[config.mk]
export PLATFORM = sky130hd
export DESIGN_NAME = minmax_reduce_nbit
export DESIGN_NICKNAME = d
export VERILOG_FILES = /design/src/rtl/minmax_reduce_nbit_pkg.sv /design/src/rtl/minmax_reduce_nbit_cmp_gt_nbit.sv /design/src/rtl/minmax_reduce_nbit.sv
export SDC_FILE = /design/constraint.sdc
export NUM_CORES = 1
export LEC_CHECK = 0
export CAP_MARGIN = 10
export CORE_UTILIZATION = 40
export CTS_BUF_LIST = sky130_fd_sc_hd__clkbuf_16
export CTS_CLUSTER_DIAMETER = 150
export DETAILED_ROUTE_END_ITERATION = 8
export PLACE_DENSITY = 0.64
export SLEW_MARGIN = 20
export SYNTH_ARGS = -nofsm -noshare
export SYNTH_HDL_FRONTEND = slang
export SYNTH_SLANG_ARGS = --single-unit
[constraint.sdc]
create_clock -name clk -period 3.35 [get_ports clk]
set_input_delay 0.335 -clock clk [delete_from_list [all_inputs] [get_ports clk]]
set_output_delay 0.335 -clock clk [all_outputs]
set_load 0.05 [all_outputs]
[src/rtl/minmax_reduce_nbit_pkg.sv]
// Shared encodings and default sizing for the streaming min/max reduction engine.
package minmax_reduce_nbit_pkg;

  localparam int DEF_WIDTH   = 16;
  localparam int DEF_LEN_MAX = 256;

  localparam logic MODE_MIN = 1'b0;
  localparam logic MODE_MAX = 1'b1;

  typedef enum logic [1:0] {
    S_IDLE = 2'd0,
    S_ACC  = 2'd1,
    S_HOLD = 2'd2
  } state_e;

endpackage

[src/rtl/minmax_reduce_nbit_cmp_gt_nbit.sv]
// WIDTH-bit greater-than comparator; signed mode flips both MSBs so one unsigned compare serves both.
module cmp_gt_nbit #(
  parameter int WIDTH = 16
) (
  input  logic [WIDTH-1:0] A,
  input  logic [WIDTH-1:0] B,
  input  logic             SIGNED,
  output logic             Y
);

  logic [WIDTH-1:0] a_adj;
  logic [WIDTH-1:0] b_adj;

  assign a_adj = {A[WIDTH-1] ^ SIGNED, A[WIDTH-2:0]};
  assign b_adj = {B[WIDTH-1] ^ SIGNED, B[WIDTH-2:0]};
  assign Y     = (a_adj > b_adj);

endmodule

[src/rtl/minmax_reduce_nbit.sv]
// Frame-level min/max reduction over a valid/ready stream; reports the extreme value and its first index.
module minmax_reduce_nbit #(
  parameter int  WIDTH   = minmax_reduce_nbit_pkg::DEF_WIDTH,
  parameter int  LEN_MAX = minmax_reduce_nbit_pkg::DEF_LEN_MAX,
  localparam int IDXW    = $clog2(LEN_MAX)
) (
  input  logic             clk,
  input  logic             rst,
  input  logic             MODE_MAX,
  input  logic             SIGNED,
  input  logic             in_valid,
  output logic             in_ready,
  input  logic [WIDTH-1:0] in_data,
  input  logic             in_last,
  output logic             out_valid,
  input  logic             out_ready,
  output logic [WIDTH-1:0] out_data,
  output logic [IDXW-1:0]  out_idx,
  output logic             out_ovf
);
  import minmax_reduce_nbit_pkg::*;

  localparam logic [IDXW-1:0] CNT_TOP = IDXW'(LEN_MAX - 1);

  state_e           state_q;
  logic             in_ready_q, out_valid_q;
  logic             mode_max_q, signed_q;
  logic [WIDTH-1:0] best_q, best_d;
  logic [IDXW-1:0]  idx_q, idx_d;
  logic [IDXW-1:0]  cnt_q, cnt_d;
  logic             sat_q, sat_d;
  logic             ovf_q, ovf_d;

  logic             accept;
  logic [WIDTH-1:0] cmp_a, cmp_b;
  logic             better;

  assign accept = in_valid && in_ready_q;

  // Operand swap turns the single greater-than into "candidate strictly better than best".
  assign cmp_a = (mode_max_q == minmax_reduce_nbit_pkg::MODE_MAX) ? in_data : best_q;
  assign cmp_b = (mode_max_q == minmax_reduce_nbit_pkg::MODE_MAX) ? best_q  : in_data;

  cmp_gt_nbit #(.WIDTH(WIDTH)) u_cmp (
    .A      (cmp_a),
    .B      (cmp_b),
    .SIGNED (signed_q),
    .Y      (better)
  );

  // sat_q marks that index LEN_MAX-1 is used up; only a beat beyond that flags overflow.
  always_comb begin
    best_d = best_q;
    idx_d  = idx_q;
    cnt_d  = cnt_q;
    sat_d  = sat_q;
    ovf_d  = ovf_q;
    if (state_q == S_IDLE) begin
      best_d = in_data;
      idx_d  = '0;
      cnt_d  = IDXW'(1);
      sat_d  = 1'b0;
      ovf_d  = 1'b0;
    end else begin
      if (better) begin
        best_d = in_data;
        idx_d  = cnt_q;
      end
      if (sat_q) begin
        ovf_d = 1'b1;
      end else if (cnt_q == CNT_TOP) begin
        sat_d = 1'b1;
      end else begin
        cnt_d = cnt_q + IDXW'(1);
      end
    end
  end

  always_ff @(posedge clk) begin
    if (rst) begin
      state_q     <= S_IDLE;
      in_ready_q  <= 1'b0;
      out_valid_q <= 1'b0;
      mode_max_q  <= 1'b0;
      signed_q    <= 1'b0;
      best_q      <= '0;
      idx_q       <= '0;
      cnt_q       <= '0;
      sat_q       <= 1'b0;
      ovf_q       <= 1'b0;
    end else begin
      if (accept) begin
        best_q <= best_d;
        idx_q  <= idx_d;
        cnt_q  <= cnt_d;
        sat_q  <= sat_d;
        ovf_q  <= ovf_d;
      end
      case (state_q)
        S_IDLE: begin
          in_ready_q <= 1'b1;
          if (accept) begin
            mode_max_q <= MODE_MAX;
            signed_q   <= SIGNED;
            state_q    <= S_ACC;
            if (in_last) begin
              state_q     <= S_HOLD;
              in_ready_q  <= 1'b0;
              out_valid_q <= 1'b1;
            end
          end
        end
        S_ACC: begin
          if (accept && in_last) begin
            state_q     <= S_HOLD;
            in_ready_q  <= 1'b0;
            out_valid_q <= 1'b1;
          end
        end
        S_HOLD: begin
          if (out_ready) begin
            state_q     <= S_IDLE;
            in_ready_q  <= 1'b1;
            out_valid_q <= 1'b0;
          end
        end
        default: begin
          state_q     <= S_IDLE;
          in_ready_q  <= 1'b1;
          out_valid_q <= 1'b0;
        end
      endcase
    end
  end

  assign in_ready  = in_ready_q;
  assign out_valid = out_valid_q;
  assign out_data  = best_q;
  assign out_idx   = idx_q;
  assign out_ovf   = ovf_q;

endmodule

Yosys cells after proc, flatten, opt, wreduce, memory -nomap -nowiden
Index checks and enable logic that the tools add are counted.
{"block": "totals", "ff_bits": 40, "input_bits": 23, "output_inout_bits": 27}
{"block": "op_classes", "addsub": 1, "order_cmp": 1, "n_eq_ne": 9, "mux": 29, "bitwise_logic": 2, "reduce_logical": 12}
{"op": "2-to-1 mux 16 bit", "n": 4}
{"op": "2-to-1 mux 8 bit", "n": 5}
{"op": "> comparator 16 bit", "n": 1}
{"op": "2-to-1 mux 1 bit", "n": 13}
{"op": "inequality test 2 bit, second input constant", "n": 5}
{"op": "adder 8 x 1 -> 8 bit, second input constant", "n": 1}
{"op": "== test 8 bit, second input constant", "n": 1}
{"op": "2-to-1 mux 2 bit", "n": 4}
{"op": "AND reduction 2 bit", "n": 4}
{"op": "case mux 1 bit (3 select lines)", "n": 2}
{"op": "case mux 2 bit (3 select lines)", "n": 1}
{"op": "AND reduction 3 bit", "n": 2}
{"op": "AND reduction 4 bit", "n": 1}
{"op": "nonzero test 2 bit", "n": 2}
{"op": "== test 2 x 1 -> 1 bit, second input constant", "n": 1}
{"op": "== test 2 bit, second input constant", "n": 1}
{"op": "logical AND 1 bit", "n": 2}
{"op": "logical NOT 2 bit", "n": 1}
{"op": "inequality test 2 x 1 -> 1 bit, second input constant", "n": 1}
{"op": "bitwise XOR 1 bit", "n": 2}

Depth between registers and ports, before layout
Gate-level depths: netlist of the first run.
{"block": "depth", "depth_word": 5, "depth_mapped": 12}

Cells and area by module
From an unflattened synthesis of the first run, not the netlist that was laid out.
{"block": "hier_totals", "hier_cells": 282, "hier_area_um2": 2377.3}
{"module": "minmax_reduce_nbit", "n_inst": 1, "cells_each": 225, "area_each_um2": 1956.9, "seq_area_each_um2": 800.8}
{"module": "cmp_gt_nbit", "n_inst": 1, "cells_each": 57, "area_each_um2": 420.4, "seq_area_each_um2": 0.0}

Worst setup path after synthesis of the first run
No wires, ideal clock.
{"block": "synth_path", "kind": "register to register", "start": "reg mode_max_q", "end": "reg best_q[0] (netlist: out_data[0])", "setup_time_ns": 0.134, "t_arrival_ns": 3.022, "t_required_ns": 3.216, "setup_slack_ns": 0.195, "path_stages_with_launch": 13, "synth_period_minus_slack_ns": 3.155, "path_cell_list": "dfxtp_1 -> buf_2 -> clkbuf_1 -> clkbuf_1 -> mux2i_1 -> ha_1 -> a21oi_1 -> a211oi_1 -> o21ai_1 -> and3_1 -> buf_4 -> buf_8 -> o311ai_1"}
{"block": "synth_between", "elab_chain_cells": 5, "elab_cells_between_ends": 7, "cone_classes": "order compare (1); mux (2); bitwise (2); reduce/logical (2)"}
{"element": "start, declared", "line_no": "minmax_reduce_nbit.sv:27", "rtl": "logic mode_max_q, signed_q;"}
{"element": "start signal, assigned", "line_no": "minmax_reduce_nbit.sv:84", "rtl": "mode_max_q <= 1'b0;"}
{"element": "start signal, assigned", "line_no": "minmax_reduce_nbit.sv:103", "rtl": "mode_max_q <= MODE_MAX;"}
{"element": "2-to-1 mux 16 bit (on tied branches)", "line_no": "minmax_reduce_nbit.sv:41, minmax_reduce_nbit.sv:42"}
{"element": "bitwise XOR 1 bit (on tied branches)", "line_no": "minmax_reduce_nbit_cmp_gt_nbit.sv:14, minmax_reduce_nbit_cmp_gt_nbit.sv:15"}
{"element": "> comparator 16 bit *", "line_no": "minmax_reduce_nbit_cmp_gt_nbit.sv:16", "rtl": "assign Y = (a_adj > b_adj);"}
{"element": "nonzero test 2 bit (no line) *"}
{"element": "AND reduction 2 bit (no line) *"}
{"element": "end signal, assigned", "line_no": "minmax_reduce_nbit.sv:93", "rtl": "best_q <= best_d;"}
{"element": "end, declared", "line_no": "minmax_reduce_nbit.sv:28", "rtl": "logic [WIDTH-1:0] best_q, best_d;"}
Mark *: on every way between the ends. The rest lies on a longest branch, timed or not.
A chain may end at the register's enable or synchronous reset.

Final worst setup path of the first run
{"block": "layout_path", "start": "reg mode_max_q", "end": "reg best_q[15] (netlist: out_data[15])"}
The elaborated chain is that of the path after synthesis.

==> impl_metrics.csv, run 1 <==
group,metric,value,unit
status,status,"finished with violations",
status,violations,"DRC",
place,portBuffers,49,
worst_setup_path,r2r-end,"out_data[15]",
global_routing,grt_pass1_wl,11760,um
finish,nets,396,
finish,num_antenna_cells,0,
clock_network,clk_path_buf_depth,2,
place,dp_cells,427,
synth,async_flop_share,0,
route,vias,2567,
clock_network,clk_latency,0.28,ns
synth,synth.top_cell.area_share,0.2914,
clock_network,cts.sinks,40,
synth,synth_ff_type,"dfxtp_1",
synth,yosysTopAreaCell,"dfxtp_1",
place,place.gp.congestion,0.7791,
global_routing,grt_max_degree,36,
global_routing,grt_usage,0.1993,
clock_network,clk_pin_slew,0.06,ns
synth,synth_edf_count,0,
synth,ys_ff_latch,40,
min_path,hp-class,"reg -> reg",
timing,period_needed,2.950,ns
worst_setup_path,start_kind,"flip-flop",
route,drt_iter0_markers,173,
clock_network,root_buffer,"clkbuf_16",
synth,synth_cells,314,
flow_run,drv_cap,0,
worst_setup_path,critPathRequiredTime,3.49,ns
synth,syn_nets,353,
worst_setup_path,r2r_cells,8,
synth,ys_seq_area_frac,0.2914,
clock_network,htreeDepth,2,
synth,syn_area,2748,um2
worst_setup_path,path_max_fanout,16,
finish,area_delta_synth_final,26.96,%
floorplanning,rows,29,
clock_network,post_cts_resized,0,
worst_setup_path,max_stage_delay,0.66,ns
finish,drive_above_1_share,0.1089,
timing,finalCritPeriodShare,0.8806,
finish,regArea,800.8,um2
finish,fill_cells,617,
floorplanning,die-height,84.88,um
timing,setup_tns,0,ns
timing,fmax,339.0,MHz
worst_setup_path,reg2reg_from,"mode_max_q",
synth,yosys-top-cells-count,"nand2_1 (41), dfxtp_1 (40), mux2i_1 (27), nand4_1 (20), nor2_1 (19)",
worst_setup_path,crit_top_cell,"buf_4",
min_path,hold_path_depth,2,
floorplanning,die_w,84.88,um
worst_setup_path,crit_slowest_cell,"and3_1",
timing,final_max_slew_viol_count,0,
timing,finalClockSkew,0.003173,ns
synth,yosysWarnings,0,
global_routing,first_global_vias,2399,
timing,rsz0062_at_grt,"no",
floorplanning,ioPinCount,50,
worst_setup_path,worst-setup-path-type,"reg -> reg",
route,drc,4,
timing,hold_violations,0,
timing,relSlewSlack,0.5691,
clock_network,hold_buffers,0,
route,drtPass1Iterations,9,
route,viasPerCell,5.901,
worst_setup_path,arrival,3.09,ns
worst_setup_path,timing.critical_path.cells,"buf_4 > buf_4 > mux2_2 > ha_1 > a21o_1 > o21ai_2 > and3_1 > o311ai_1",
power,peakVddDrop,268.3,uV
route,wl_per_cell,15.47,um
synth,synth_area_leaders,"dfxtp_1 (29%), mux2i_1 (9.8%), ha_1 (7.3%)",
floorplanning,die_area,7205,um2
timing,report.final.setup_viol,0,
place,dp_hpwl,4801,um
synth,synth.most_common_cell,"nand2_1",
power,cellLeakagePower,1.208,nW
route,detail-route-antenna-nets,0,
global_routing,antenna_found_initial,0,
route,finalWirelength,6730,um
worst_setup_path,crit_path_end_kind,"flip-flop",
synth,synth_cell_types,44,
clock_network,cts_setup_buffers,0,
clock_network,tritoncts,"yes",
global_routing,overflow,0,
worst_setup_path,r2r_slack,0.40,ns
timing,worstMarginPinSlew,0.6464,ns
min_path,hold_end,"out_idx[6]",
synth,synth.avg_cell_area,8.750,um2
finish,multi_input_area,1819,um2
min_path,hold_path.startpoint,"out_idx[6]",
power,powerDensity,514.7,nW/um2
finish,final_cells,435,
clock_network,cts-buffers-inserted,5,
floorplanning,core,6495,um2
floorplanning,start_util,0.4230,
-- stage by stage --
step                      hold slack [ns]  worst slack (ns)  utilization  instance area (um2)  total power [mW]
after detailed placement           0.4525            0.3580       0.5118                 3324             1.258
after global routing               0.4721            0.1401       0.5371                 3488             1.886
after global placement             0.4451            0.3517       0.5118                 3324             1.253
final                              0.4585            0.3999       0.5371                 3488             1.795
after CTS                          0.4622            0.3957       0.5371                 3488             1.802
after floorplan                    0.4494            0.1948            -                 2748             1.068
-- metal layers --
metal | part of all wire | vias to the layer above | GRT usage | routed length [um]
met5 | 0 | - | 0 | 0
li1 | - | 1294 | - | -
met3 | 0.043 | 4 | 0.02918 | 287
met1 | 0.51 | 1204 | 0.2846 | 3415
met2 | 0.44 | 65 | 0.3171 | 2982
met4 | 0.0065 | 0 | 0.04931 | 44
-- area by class of cell --
type | count | area share
Multi-Input combinational cell | 244 | 0.5215
Sequential cell | 40 | 0.2296
Timing Repair Buffer | 60 | 0.1679
Clock buffer | 5 | 0.03587
Tap cell | 77 | 0.02762
Clock inverter | 3 | 0.01112
Inverter | 6 | 0.006456
-- report_power, final --
group          switching, mW  internal, mW
Clock                  0.197         0.348
Sequential            0.0468         0.523
Combinational          0.413         0.268
-- worst max-delay path, delay by kind of cell, from the launching register on --
| kind | cells | cell delay, ns |
|---|---|---|
| AOI/OAI and AO/OA | 3 | 0.77 |
| and+or+nand+nor | 1 | 0.66 |
| buffers and inverters | 2 | 0.40 |
| DFF | 1 | 0.33 |
| muxes | 1 | 0.33 |
| adders and majority gates | 1 | 0.30 |
-- registers in the layout, summed over array words and instances (netlist names) --
register    count
sat_q           1
out_data       16
signed_q        1
state_q         2
cnt_q           8
mode_max_q      1
out_valid       1
out_idx         8
in_ready        1
out_ovf         1
-- kinds of logic after synthesis --
family / Yosys count / synth area share
AOI/OAI and AO/OA: 65 / 0.1917
xor gates and xnor gates: 7 / 0.02505
adders and majority gates: 16 / 0.07286
buffers and inverters: 30 / 0.04736
DFF: 40 / 0.2914
muxes: 42 / 0.1598
and+or+nand+nor: 114 / 0.2118
-- layout by cell type (no fill, tap or decap), drive strengths merged, types with 2 or more instances in the layout --
master and instances:
or3 2, nor3 5, clkbuf 5, o311ai 16, a32oi 16, clkdlybuf4s50 49, mux2 15, nand2 41
nor2 19, inv 6, xor2 2, clkinv 2, nand3 3, mux2i 27, nor3b 15, buf 11
dfxtp 40, nor2b 2, ha 16, xnor2 5, o21ai 8, nand4 20, a2111oi 3, a21oi 11
a21o 3, a211oi 2
-- worst max path at each step --
stage	from	end	slack (ns)	cells after the start
floorplan	mode_max_q	out_data[0]	0.19	12
global placement	in_data[11]	out_data[6]	0.35	8
detailed placement	in_data[15]	out_idx[2]	0.36	10
CTS	mode_max_q	out_data[13]	0.40	8
global route	mode_max_q	out_data[7]	0.14	9
finish	mode_max_q	out_data[15]	0.40	8
No activity file was read; power rests on OpenSTA's default activity.
==> run 2: changes to the inputs <==
- HOLD_SLACK_MARGIN: unset -> 0.08
- SETUP_SLACK_MARGIN: unset -> 0.02
==> results of run 2 <==
Final layout, timing and power as in run 1 (identical DEF).
==> run 3: changes to the inputs <==
- CORE_UTILIZATION: 40 -> 35
- PLACE_DENSITY: 0.64 -> 0.57
==> impl_metrics.csv, run 3 (synthesis gave the netlist of run 1 again) <==
group,metric,value,unit
worst_setup_path,worst-path-buf-inv,1,
clock_network,cts-buffers-inserted,5,
floorplanning,start_util,0.3709,
clock_network,root_buffer,"clkbuf_16",
clock_network,clk_latency,0.29,ns
place,place.gp.congestion,0.7550,
timing,rsz0062_at_grt,"no",
route,viasPerCell,5.549,
finish,drive_above_1_share,0.1117,
timing,report.final.setup_viol,0,
floorplanning,die-height,90.60,um
route,drtPass1Iterations,4,
worst_setup_path,crit_path_end_kind,"flip-flop",
global_routing,grt_max_degree,36,
clock_network,clk_path_buf_depth,2,
worst_setup_path,crit_slowest_cell,"and3_1",
floorplanning,core,7408,um2
global_routing,overflow,0,
finish,final_common_cell,"clkdlybuf4s50_1",
global_routing,grt_usage,0.1749,
place,portBuffers,49,
route,highest_layer,"met4",
route,vias,2536,
global_routing,grt_pass1_wl,11640,um
timing,period_needed,2.855,ns
worst_setup_path,cp-startpoint,"mode_max_q",
floorplanning,rows,31,
route,drc,0,
timing,fmax,350.3,MHz
floorplanning,die_area,8208,um2
worst_setup_path,cp_top_family,"compound AO/OA/AOI/OAI gates",
clock_network,cts.sinks,40,
finish,fill_cells,715,
clock_network,post_cts_resized,0,
power,powerDensity,517.7,nW/um2
clock_network,tritoncts,"yes",
route,met1_length,3564,um
clock_network,cts_setup_buffers,0,
worst_setup_path,reg2reg_from,"mode_max_q",
place,dp_hpwl,4913,um
finish,num_antenna_cells,0,
worst_setup_path,worst-setup-path-type,"reg -> reg",
finish,layout_common_cells,"clkdlybuf4s50_1 (49), nand2_1 (41), dfxtp_1 (40)",
timing,hold_violations,0,
flow_run,drv_cap,0,
route,finalWirelength,7090,um
timing,setup_tns,0,ns
timing,finalCritPeriodShare,0.8522,
worst_setup_path,timing.critical_path.cells,"buf_12 > mux2_2 > ha_1 > a41oi_1 > o21ai_1 > a221oi_4 > and3_1 > o311ai_1",
floorplanning,ioPinCount,50,
route,wl_met2,3073,um
route,detail-route-antenna-nets,0,
route,wl_per_cell,15.51,um
min_path,hold_path.startpoint,"out_idx[6]",
worst_setup_path,arrival,3.00,ns
route,dr_wl_met3,388,um
floorplanning,die_w,90.60,um
clock_network,clk_pin_slew,0.06,ns
power,cellLeakagePower,1.199,nW
finish,nets,396,
route,drt_iter0_markers,157,
clock_network,htreeDepth,2,
worst_setup_path,critPathRequiredTime,3.49,ns
power,peakVddDrop,309.6,uV
worst_setup_path,start_kind,"flip-flop",
timing,worstMarginPinSlew,0.6719,ns
timing,finalClockSkew,0.003168,ns
finish,area_delta_synth_final,28.23,%
worst_setup_path,max_stage_delay,0.63,ns
status,status,"completed",
timing,final_max_slew_viol_count,0,
min_path,hp-class,"reg -> reg",
finish,largest_reg_flops,16,
timing,holdWs,0.4592,ns
global_routing,first_global_vias,2303,
clock_network,hold_buffers,0,
timing,relSlewSlack,0.5521,
worst_setup_path,path_max_fanout,32,
global_routing,antenna_found_initial,0,
## run 3: per-layer routing
metal,track usage,vias up
li1,-,1283
met1,0.2515,1180
met2,0.2639,68
met3,0.03030,5
met4,0.05242,0
met5,0,-
## run 3: tightest hold or removal path, stage by stage, from the launching register on
cell,delay [ns]
dfxtp_1,0.31
nand2_1,0.05
mux2i_1,0.05
## run 3: final timing paths
kind | slack [ns] | depth (start not counted) | end
setup / recovery | 0.50 | 8 | out_data[15]
hold / removal | 0.46 | 2 | out_idx[6]
setup reg to reg | 0.50 | 8 | out_data[15]
hold reg to reg | 0.46 | 2 | out_idx[6]
## run 3: cell type report
type                    instances  area (um2)  area share
multi-input cells             244        1819      0.5163
flip-flops and latches         40       800.8      0.2273
repair buffers                 60       585.6      0.1662
clock buffers                   5       125.1     0.03551
well taps                      99       123.9     0.03516
clock inverters                 3       46.29     0.01314
inverters                       6       22.52    0.006392
## run 3: per-stage QoR
step / setup slack [ns] / util / cell area, um2 / cells / power (mW)
floorplan: 0.1948 / - / 2748 / 314 / 1.068
global placement: 0.3571 / 0.4525 / 3352 / 449 / 1.263
detailed placement: 0.3626 / 0.4525 / 3352 / 449 / 1.266
CTS: 0.4809 / 0.4756 / 3523 / 457 / 1.835
global route: 0.3027 / 0.4756 / 3523 / 457 / 1.910
finish: 0.4952 / 0.4756 / 3523 / 457 / 1.824
## run 3: report_power, final
group	switching, mW	total (mW)	leakage [nW]	internal [mW]
Sequential	0.0460	0.569	0.326	0.523
Clock	0.213	0.567	0.0804	0.354
Combinational	0.420	0.688	0.792	0.268
Total	0.679	1.82	1.20	1.14
